## src/rtl/core_pkg.sv

```systemverilog
// Shared core constants: architectural widths, register counts, address helper.
// Latency: n/a (declarations only).
// Backpressure: n/a.
package core_pkg;

    localparam int XLEN       = 32;
    localparam int REG_ADDR_W = 5;
    localparam int NREG_I     = 32;
    localparam int NREG_E     = 16;

    typedef logic [REG_ADDR_W-1:0] reg_addr_t;

    // True for an address that names a real, writable register (not x0, inside the file).
    function automatic logic reg_valid(input reg_addr_t a, input int nreg);
        return (a != '0) && (int'(a) < nreg);
    endfunction

endpackage

```

## src/rtl/regfile_mp_if.sv

```systemverilog
// Register-file access bundle: read ports, write ports, issue/flush scoreboard controls.
// Latency: n/a (wiring only).
// Backpressure: none; every port is accepted every cycle.
interface regfile_mp_if #(
    parameter int XLEN = 32,
    parameter int NRD  = 2,
    parameter int NWR  = 1
);
    logic [NRD*core_pkg::REG_ADDR_W-1:0] rs_addr;
    logic [NRD*XLEN-1:0]                 rs_data;
    logic [NRD-1:0]                      rs_busy;
    logic [NWR-1:0]                      wr_en;
    logic [NWR*core_pkg::REG_ADDR_W-1:0] wr_addr;
    logic [NWR*XLEN-1:0]                 wr_data;
    logic                                iss_en;
    logic [core_pkg::REG_ADDR_W-1:0]     iss_addr;
    logic                                flush;

    // Pipeline side: issues reads, writebacks and scoreboard updates.
    modport master (
        output rs_addr, wr_en, wr_addr, wr_data, iss_en, iss_addr, flush,
        input  rs_data, rs_busy
    );

    // Register file side.
    modport slave (
        input  rs_addr, wr_en, wr_addr, wr_data, iss_en, iss_addr, flush,
        output rs_data, rs_busy
    );
endinterface

```

## src/rtl/regfile_scoreboard.sv

```systemverilog
// Pending-write busy bits per register: set on issue, cleared on writeback, bulk-cleared on flush.
// Latency: updates take effect on the next rising edge; busy lookup is combinational.
// Backpressure: none; issue, write and flush are accepted every cycle.
module regfile_scoreboard
    import core_pkg::*;
#(
    parameter int NREG   = 32,
    parameter int NRD    = 2,
    parameter int BYPASS = 1
) (
    input  logic                       clk,
    input  logic                       rst,
    input  logic                       iss_en,
    input  reg_addr_t                  iss_addr,
    input  logic                       flush,
    input  logic [NREG-1:0]            wr_clr,
    input  logic [NRD*REG_ADDR_W-1:0]  rs_addr,
    input  logic [NRD-1:0]             rd_hit,
    output logic [NRD-1:0]             rs_busy
);

    logic [NREG-1:0] busy_q;
    logic [NREG-1:0] busy_d;

    // Next busy vector: flush first, then writeback clears, then the issue set (set wins).
    always_comb begin
        busy_d = busy_q;
        if (flush) begin
            busy_d = '0;
        end
        busy_d = busy_d & ~wr_clr;
        for (int k = 1; k < NREG; k++) begin
            if (iss_en && (iss_addr == REG_ADDR_W'(k))) begin
                busy_d[k] = 1'b1;
            end
        end
        busy_d[0] = 1'b0;
    end

    // Busy state register, cleared asynchronously on reset.
    always_ff @(posedge clk or negedge rst) begin
        if (!rst) begin
            busy_q <= '0;
        end else begin
            busy_q <= busy_d;
        end
    end

    // Per-port lookup; out-of-range addresses and x0 never match, so they read not-busy.
    always_comb begin
        rs_busy = '0;
        for (int i = 0; i < NRD; i++) begin
            for (int k = 1; k < NREG; k++) begin
                if (rs_addr[i*REG_ADDR_W +: REG_ADDR_W] == REG_ADDR_W'(k)) begin
                    rs_busy[i] = busy_q[k];
                end
            end
            // A write landing this cycle resolves the hazard when it is forwarded.
            if ((BYPASS != 0) && rd_hit[i]) begin
                rs_busy[i] = 1'b0;
            end
        end
    end

endmodule

```

## src/rtl/regfile_mp.sv

```systemverilog
// Multi-port integer register file (x0 hardwired zero) with optional write bypass and RAW scoreboard.
// Latency: reads combinational (0 cycles); writes and busy updates visible after one rising edge.
// Backpressure: none; all read, write, issue and flush requests are accepted every cycle.
module regfile_mp
    import core_pkg::*;
#(
    parameter int XLEN   = 32,
    parameter int NREG   = 32,
    parameter int NRD    = 2,
    parameter int NWR    = 1,
    parameter int BYPASS = 1
) (
    input logic         clk,
    input logic         rst,
    regfile_mp_if.slave rf
);

    reg_addr_t         rd_a [NRD];
    reg_addr_t         wa   [NWR];
    logic [XLEN-1:0]   wd   [NWR];
    logic [NWR-1:0]    wv;
    logic [NREG-1:0]   wr_clr;
    logic [NRD-1:0]    rd_hit;
    logic [XLEN-1:0]   byp  [NRD];
    logic [XLEN-1:0]   regs [1:NREG-1];
    logic [NRD*XLEN-1:0] rs_data_c;
    logic [NRD-1:0]    rs_busy_c;

    // Split the flat port buses into per-port fields and qualify each write.
    always_comb begin
        for (int i = 0; i < NRD; i++) begin
            rd_a[i] = rf.rs_addr[i*REG_ADDR_W +: REG_ADDR_W];
        end
        for (int j = 0; j < NWR; j++) begin
            wa[j] = rf.wr_addr[j*REG_ADDR_W +: REG_ADDR_W];
            wd[j] = rf.wr_data[j*XLEN +: XLEN];
            wv[j] = rf.wr_en[j] && reg_valid(wa[j], NREG);
        end
    end

    // Registers touched by a valid write this cycle (drives scoreboard clears).
    always_comb begin
        wr_clr = '0;
        for (int k = 1; k < NREG; k++) begin
            for (int j = 0; j < NWR; j++) begin
                if (wv[j] && (wa[j] == REG_ADDR_W'(k))) begin
                    wr_clr[k] = 1'b1;
                end
            end
        end
    end

    // Per read port: does a valid write hit it, and which data wins (later port overrides).
    always_comb begin
        for (int i = 0; i < NRD; i++) begin
            rd_hit[i] = 1'b0;
            byp[i]    = '0;
            for (int j = 0; j < NWR; j++) begin
                if (wv[j] && (wa[j] == rd_a[i])) begin
                    rd_hit[i] = 1'b1;
                    byp[i]    = wd[j];
                end
            end
        end
    end

    // Data array; the highest-index write port lands last and therefore wins a conflict.
    always_ff @(posedge clk or negedge rst) begin
        if (!rst) begin
            for (int k = 1; k < NREG; k++) begin
                regs[k] <= '0;
            end
        end else begin
            for (int k = 1; k < NREG; k++) begin
                for (int j = 0; j < NWR; j++) begin
                    if (wv[j] && (wa[j] == REG_ADDR_W'(k))) begin
                        regs[k] <= wd[j];
                    end
                end
            end
        end
    end

    // Read muxes with optional forwarding; held at zero while reset is asserted.
    always_comb begin
        rs_data_c = '0;
        for (int i = 0; i < NRD; i++) begin
            for (int k = 1; k < NREG; k++) begin
                if (rd_a[i] == REG_ADDR_W'(k)) begin
                    rs_data_c[i*XLEN +: XLEN] = regs[k];
                end
            end
            if ((BYPASS != 0) && rd_hit[i]) begin
                rs_data_c[i*XLEN +: XLEN] = byp[i];
            end
        end
        if (!rst) begin
            rs_data_c = '0;
        end
    end

    regfile_scoreboard #(
        .NREG   (NREG),
        .NRD    (NRD),
        .BYPASS (BYPASS)
    ) u_sb (
        .clk      (clk),
        .rst      (rst),
        .iss_en   (rf.iss_en),
        .iss_addr (rf.iss_addr),
        .flush    (rf.flush),
        .wr_clr   (wr_clr),
        .rs_addr  (rf.rs_addr),
        .rd_hit   (rd_hit),
        .rs_busy  (rs_busy_c)
    );

    assign rf.rs_data = rs_data_c;
    assign rf.rs_busy = rs_busy_c;

endmodule
```

## src/flat_wrapper.sv

```systemverilog
// flat-port wrapper written by rule: the top's interface ports become plain ports
module regfile_mp_flat import core_pkg::*;
#(
    parameter int XLEN   = 32,
    parameter int NREG   = 32,
    parameter int NRD    = 2,
    parameter int NWR    = 1,
    parameter int BYPASS = 1
)
  (clk, rst, rf_rs_addr, rf_wr_en, rf_wr_addr, rf_wr_data, rf_iss_en, rf_iss_addr, rf_flush, rf_rs_data, rf_rs_busy);
  regfile_mp_if #(.XLEN(XLEN), .NRD(NRD), .NWR(NWR)) rf_i ();
  input logic clk;
  input logic rst;
  input wire logic [$bits(rf_i.rs_addr)-1:0] rf_rs_addr;
  input wire logic [$bits(rf_i.wr_en)-1:0] rf_wr_en;
  input wire logic [$bits(rf_i.wr_addr)-1:0] rf_wr_addr;
  input wire logic [$bits(rf_i.wr_data)-1:0] rf_wr_data;
  input wire logic [$bits(rf_i.iss_en)-1:0] rf_iss_en;
  input wire logic [$bits(rf_i.iss_addr)-1:0] rf_iss_addr;
  input wire logic [$bits(rf_i.flush)-1:0] rf_flush;
  output wire logic [$bits(rf_i.rs_data)-1:0] rf_rs_data;
  output wire logic [$bits(rf_i.rs_busy)-1:0] rf_rs_busy;
  assign rf_i.rs_addr = rf_rs_addr;
  assign rf_i.wr_en = rf_wr_en;
  assign rf_i.wr_addr = rf_wr_addr;
  assign rf_i.wr_data = rf_wr_data;
  assign rf_i.iss_en = rf_iss_en;
  assign rf_i.iss_addr = rf_iss_addr;
  assign rf_i.flush = rf_flush;
  assign rf_rs_data = rf_i.rs_data;
  assign rf_rs_busy = rf_i.rs_busy;
  regfile_mp #(.XLEN(XLEN), .NREG(NREG), .NRD(NRD), .NWR(NWR), .BYPASS(BYPASS)) u_core (.clk(clk), .rst(rst), .rf(rf_i));
endmodule
```

## config.mk

```make
export PLATFORM = sky130hd
export DESIGN_NAME = regfile_mp_flat
export DESIGN_NICKNAME = d
export VERILOG_FILES = /design/src/rtl/core_pkg.sv /design/src/rtl/regfile_mp_if.sv /design/src/rtl/regfile_scoreboard.sv /design/src/rtl/regfile_mp.sv /design/src/flat_wrapper.sv
export SDC_FILE = /design/constraint.sdc
export NUM_CORES = 2
export LEC_CHECK = 0
export BUFFER_PORTS_ARGS = -buffer_cell sky130_fd_sc_hd__buf_2
export CAP_MARGIN = 15
export CORE_ASPECT_RATIO = 1.5
export CORE_MARGIN = 2
export CORE_UTILIZATION = 25
export DETAILED_ROUTE_END_ITERATION = 16
export GPL_ROUTABILITY_DRIVEN = 0
export PLACE_DENSITY = 0.51
export SLEW_MARGIN = 20
export SYNTH_ARGS = -nofsm -noshare
export SYNTH_HDL_FRONTEND = slang
export SYNTH_SLANG_ARGS = --single-unit
export TNS_END_PERCENT = 5
```

## constraint.sdc

```tcl
create_clock -name clk -period 2.4 [get_ports clk]
set_input_delay 0.24 -clock clk [delete_from_list [all_inputs] [get_ports clk]]
set_output_delay 0.24 -clock clk [all_outputs]
set_load 0.005 [all_outputs]
```

==> flow_summary.toml <==
[outcome]
status = "finished, violations left"
violations = "hold timing, setup timing"

[yosys]
ys_seq_elements = 1023
synth_area_sq_um = 53500
synth_warnings = 0
synthFlopType = "dfrtp_1"
yosysSeqAreaShare = 0.478
synthCells = 4693
synth_cell_types = 83
synth_edf_count = 0
synth_fp_nets = 4750
synthArstFlopShare = 1.00
syn_area_per_cell_sq_um = 11.4

[sta]
slew_headroom = 0.335
setup_tns_ns = -21.52
hold_slack_ns = -0.118
fin_crit_ns = 2.93
tightest_slew_ns = 0.994
skew_ns = 0
slew_violations = 0
rsz0062_at_grt = "yes"
finalSetupViolCount = 66
timing.final.crit_share = 1.22
hold_violations = 44
max_clock_freq_ghz = 0.341
setup_slack_ns = -0.532

[clock_tree]
cts-root-buf = "clkbuf_16"
htreeDepth = 3
cts_sinks = 1023
numCtsBuffers = 102
clock_path_buffers = 3
clock_latency_ns = 0.77
clkTransAtPathRegs_ns = 0.07
cts_tree = "yes"

[worst_setup_path]
rr_startpoint = "u_core.u_sb.busy_q[17]"
reg2reg_setup_slack_ns = 1.06
critPathCaptureType = "output pin"
r2r-end = "u_core.u_sb.busy_q[17]"
crit_required_ns = 2.16
critPathMaxStageDelay_ns = 0.35
r2r_cells = 3
cp_cell_sequence = "buf_6 -> buf_12 -> buf_6 -> nand3b_1 -> buf_12 -> nor2_4 -> buf_12 -> buf_12 -> a22oi_1 -> nand2_1 -> nor4_2 -> a21oi_1 -> buf_4 -> buf_2"
critical_path_class = "primary input to output pin"
crit_top_cell = "buf_12"
crit_buf_inv = 8
path_delay_family = "buffers and inverters"
cp_slowest_cell = "a21oi_1"
arrival_ns = 2.69
start_kind = "primary input"
critPathMaxFanout = 15

[detailed_routing]
dr.first_iter.drc_count = 6600
vias = 48849
drc_errors = 0
drt-total-wl_microns = 292000
dr.pass1.iters = 10
vias_per_cell = 5.98
avgRoutedWirePerCell_microns = 35.7
ant_nets = 0

[power_and_ir_drop]
ir_drop_v = 0.000583
p_leak_nw = 29.7
power_density_nw_per_um2 = 719

[floorplanning]
io_pins = 123
core.rowCount = 208
core_sq_um = 213000
die_h_microns = 571
die_w_microns = 382
die-area_sq_um = 218000
start_util = 0.251

[global_routing]
grt_overflow_total = 0
use_met1 = 0.296
top_usage_layer = "met2"
antenna_found_initial = 23
met2_usage = 0.411
grt_max_degree = 156
grt_pass1_vias = 49241
grt_pass1_wl_microns = 399000
track_usage = 0.260
grt.met3_usage = 0.0639

[place]
dpl-instance-area_sq_um = 64700
dpl.hpwl_microns = 198000
post-place-ws_ns = -0.937
port_buffers = 122

[finish]
area_growth_pct = 31.3
design_area_sq_um = 70300
num-fill-cells = 21533
drive_gt1_frac = 0.445
final_nets = 5287
multi_input_area_sq_um = 27300
ff_latch_area_sq_um = 25600

[job]
cap_violations = 0

[hold_path]
hold_path.class = "primary input to asynchronous set/reset pin"
==> final cells by class <==
cell class | count | share of cell area
clock buffer | 139 | 0.0416
sequential | 1023 | 0.364
antenna | 11 | 0.000392
clock inverter | 51 | 0.0109
timing repair buffer | 913 | 0.143
tap | 2835 | 0.0505
multi-input combinational | 3166 | 0.388
inverter | 24 | 0.00128
==> cells in the final DEF, fill, tap and decap left out, types with 63 or more instances in the layout <==
cell,n
nor2_1,98
o22ai_1,71
dfrtp_1,1016
a21oi_1,70
nand2_1,285
mux2_2,1030
buf_2,102
buf_12,257
clkbuf_16,102
nor2_4,63
buf_4,494
a22oi_1,599
o21ai_0,74
o211ai_1,66
nand4_1,87
==> how the worst max path moves through the flow <==
stage | from | endpoint | depth (start not counted)
after global placement | rf_rs_addr[8] | rf_rs_busy[1] | 11
after global routing | u_core.regs[369] | rf_rs_data[49] | 8
after detailed placement | rf_rs_addr[8] | rf_rs_busy[1] | 11
after floorplan | rf_rs_addr[8] | rf_rs_data[49] | 9
final | rf_rs_addr[6] | rf_rs_data[53] | 14
after CTS | u_core.regs[478] | rf_rs_data[30] | 7
==> stage by stage <==
stage          power (mW)  instances  utilization
2_1_floorplan        27.4       4693            -
3_3_place_gp         31.7       7914        0.303
3_5_place_dp         32.0       7914        0.303
4_1_cts              50.2       8146        0.327
5_1_grt              52.1       8153        0.329
6_report             50.5       8162        0.329
==> routing by layer <==
| layer | share of wire | wire, microns |
|---|---|---|
| met2 | 0.45 | 131000 |
| met3 | 0.091 | 26400 |
| met1 | 0.35 | 103000 |
| met5 | 0.00040 | 117 |
| met4 | 0.11 | 31000 |
==> sequential cells by signal (all words and copies together), names as in the netlist <==
register / flops
u_core.u_sb.busy_q: 31
u_core.regs: 992
==> kinds of logic (layout without fill, tap and decap cells) <==
family	after synthesis	after routing	synth area share
xor gates and xnor gates	10	10	0.00164
DFF	1023	1023	0.478
AOI/OAI and AO/OA	1237	1237	0.169
buffers and inverters	504	1127	0.0445
muxes	1084	1084	0.227
and+or+nand+nor	835	835	0.0791
other	0	11	0
==> report_power, final <==
group	switching [mW]	total, mW	internal (mW)
clock	7.83	18.0	10.1
combinational	4.02	8.48	4.45
sequential	3.55	24.1	20.5
total	15.4	50.5	35.1
==> timing repair <==
action,4_1_cts,5_1_grt
hold buffers,42,1
gates resized for setup,167,98
endpoints found under the hold margin,649,1
buffers inserted,6,5
pin swaps,68,36
endpoints found under the setup margin,66,66
==> Yosys cell counts (28+ instances only) <==
cell type | instances | area, sq um
a21oi_1 | 92 | 460
a221oi_1 | 61 | 534
a22o_1 | 45 | 394
a22oi_1 | 612 | 4590
a31oi_1 | 67 | 419
buf_2 | 231 | 1160
buf_4 | 33 | 248
clkbuf_1 | 197 | 739
dfrtp_1 | 1023 | 25600
mux2_2 | 1032 | 11600
mux2i_1 | 51 | 510
nand2_1 | 296 | 1110
nand3_1 | 49 | 245
nand4_1 | 87 | 544
nor2_1 | 152 | 571
nor3_1 | 28 | 140
nor4_1 | 58 | 363
o211ai_1 | 66 | 495
o21ai_0 | 76 | 380
o22ai_1 | 72 | 450
==> worst min-delay path, delay by kind of cell <==
kind     cells  cell delay [ns]
buf+inv      4             0.86
No activity file was read; power rests on OpenSTA's default activity.
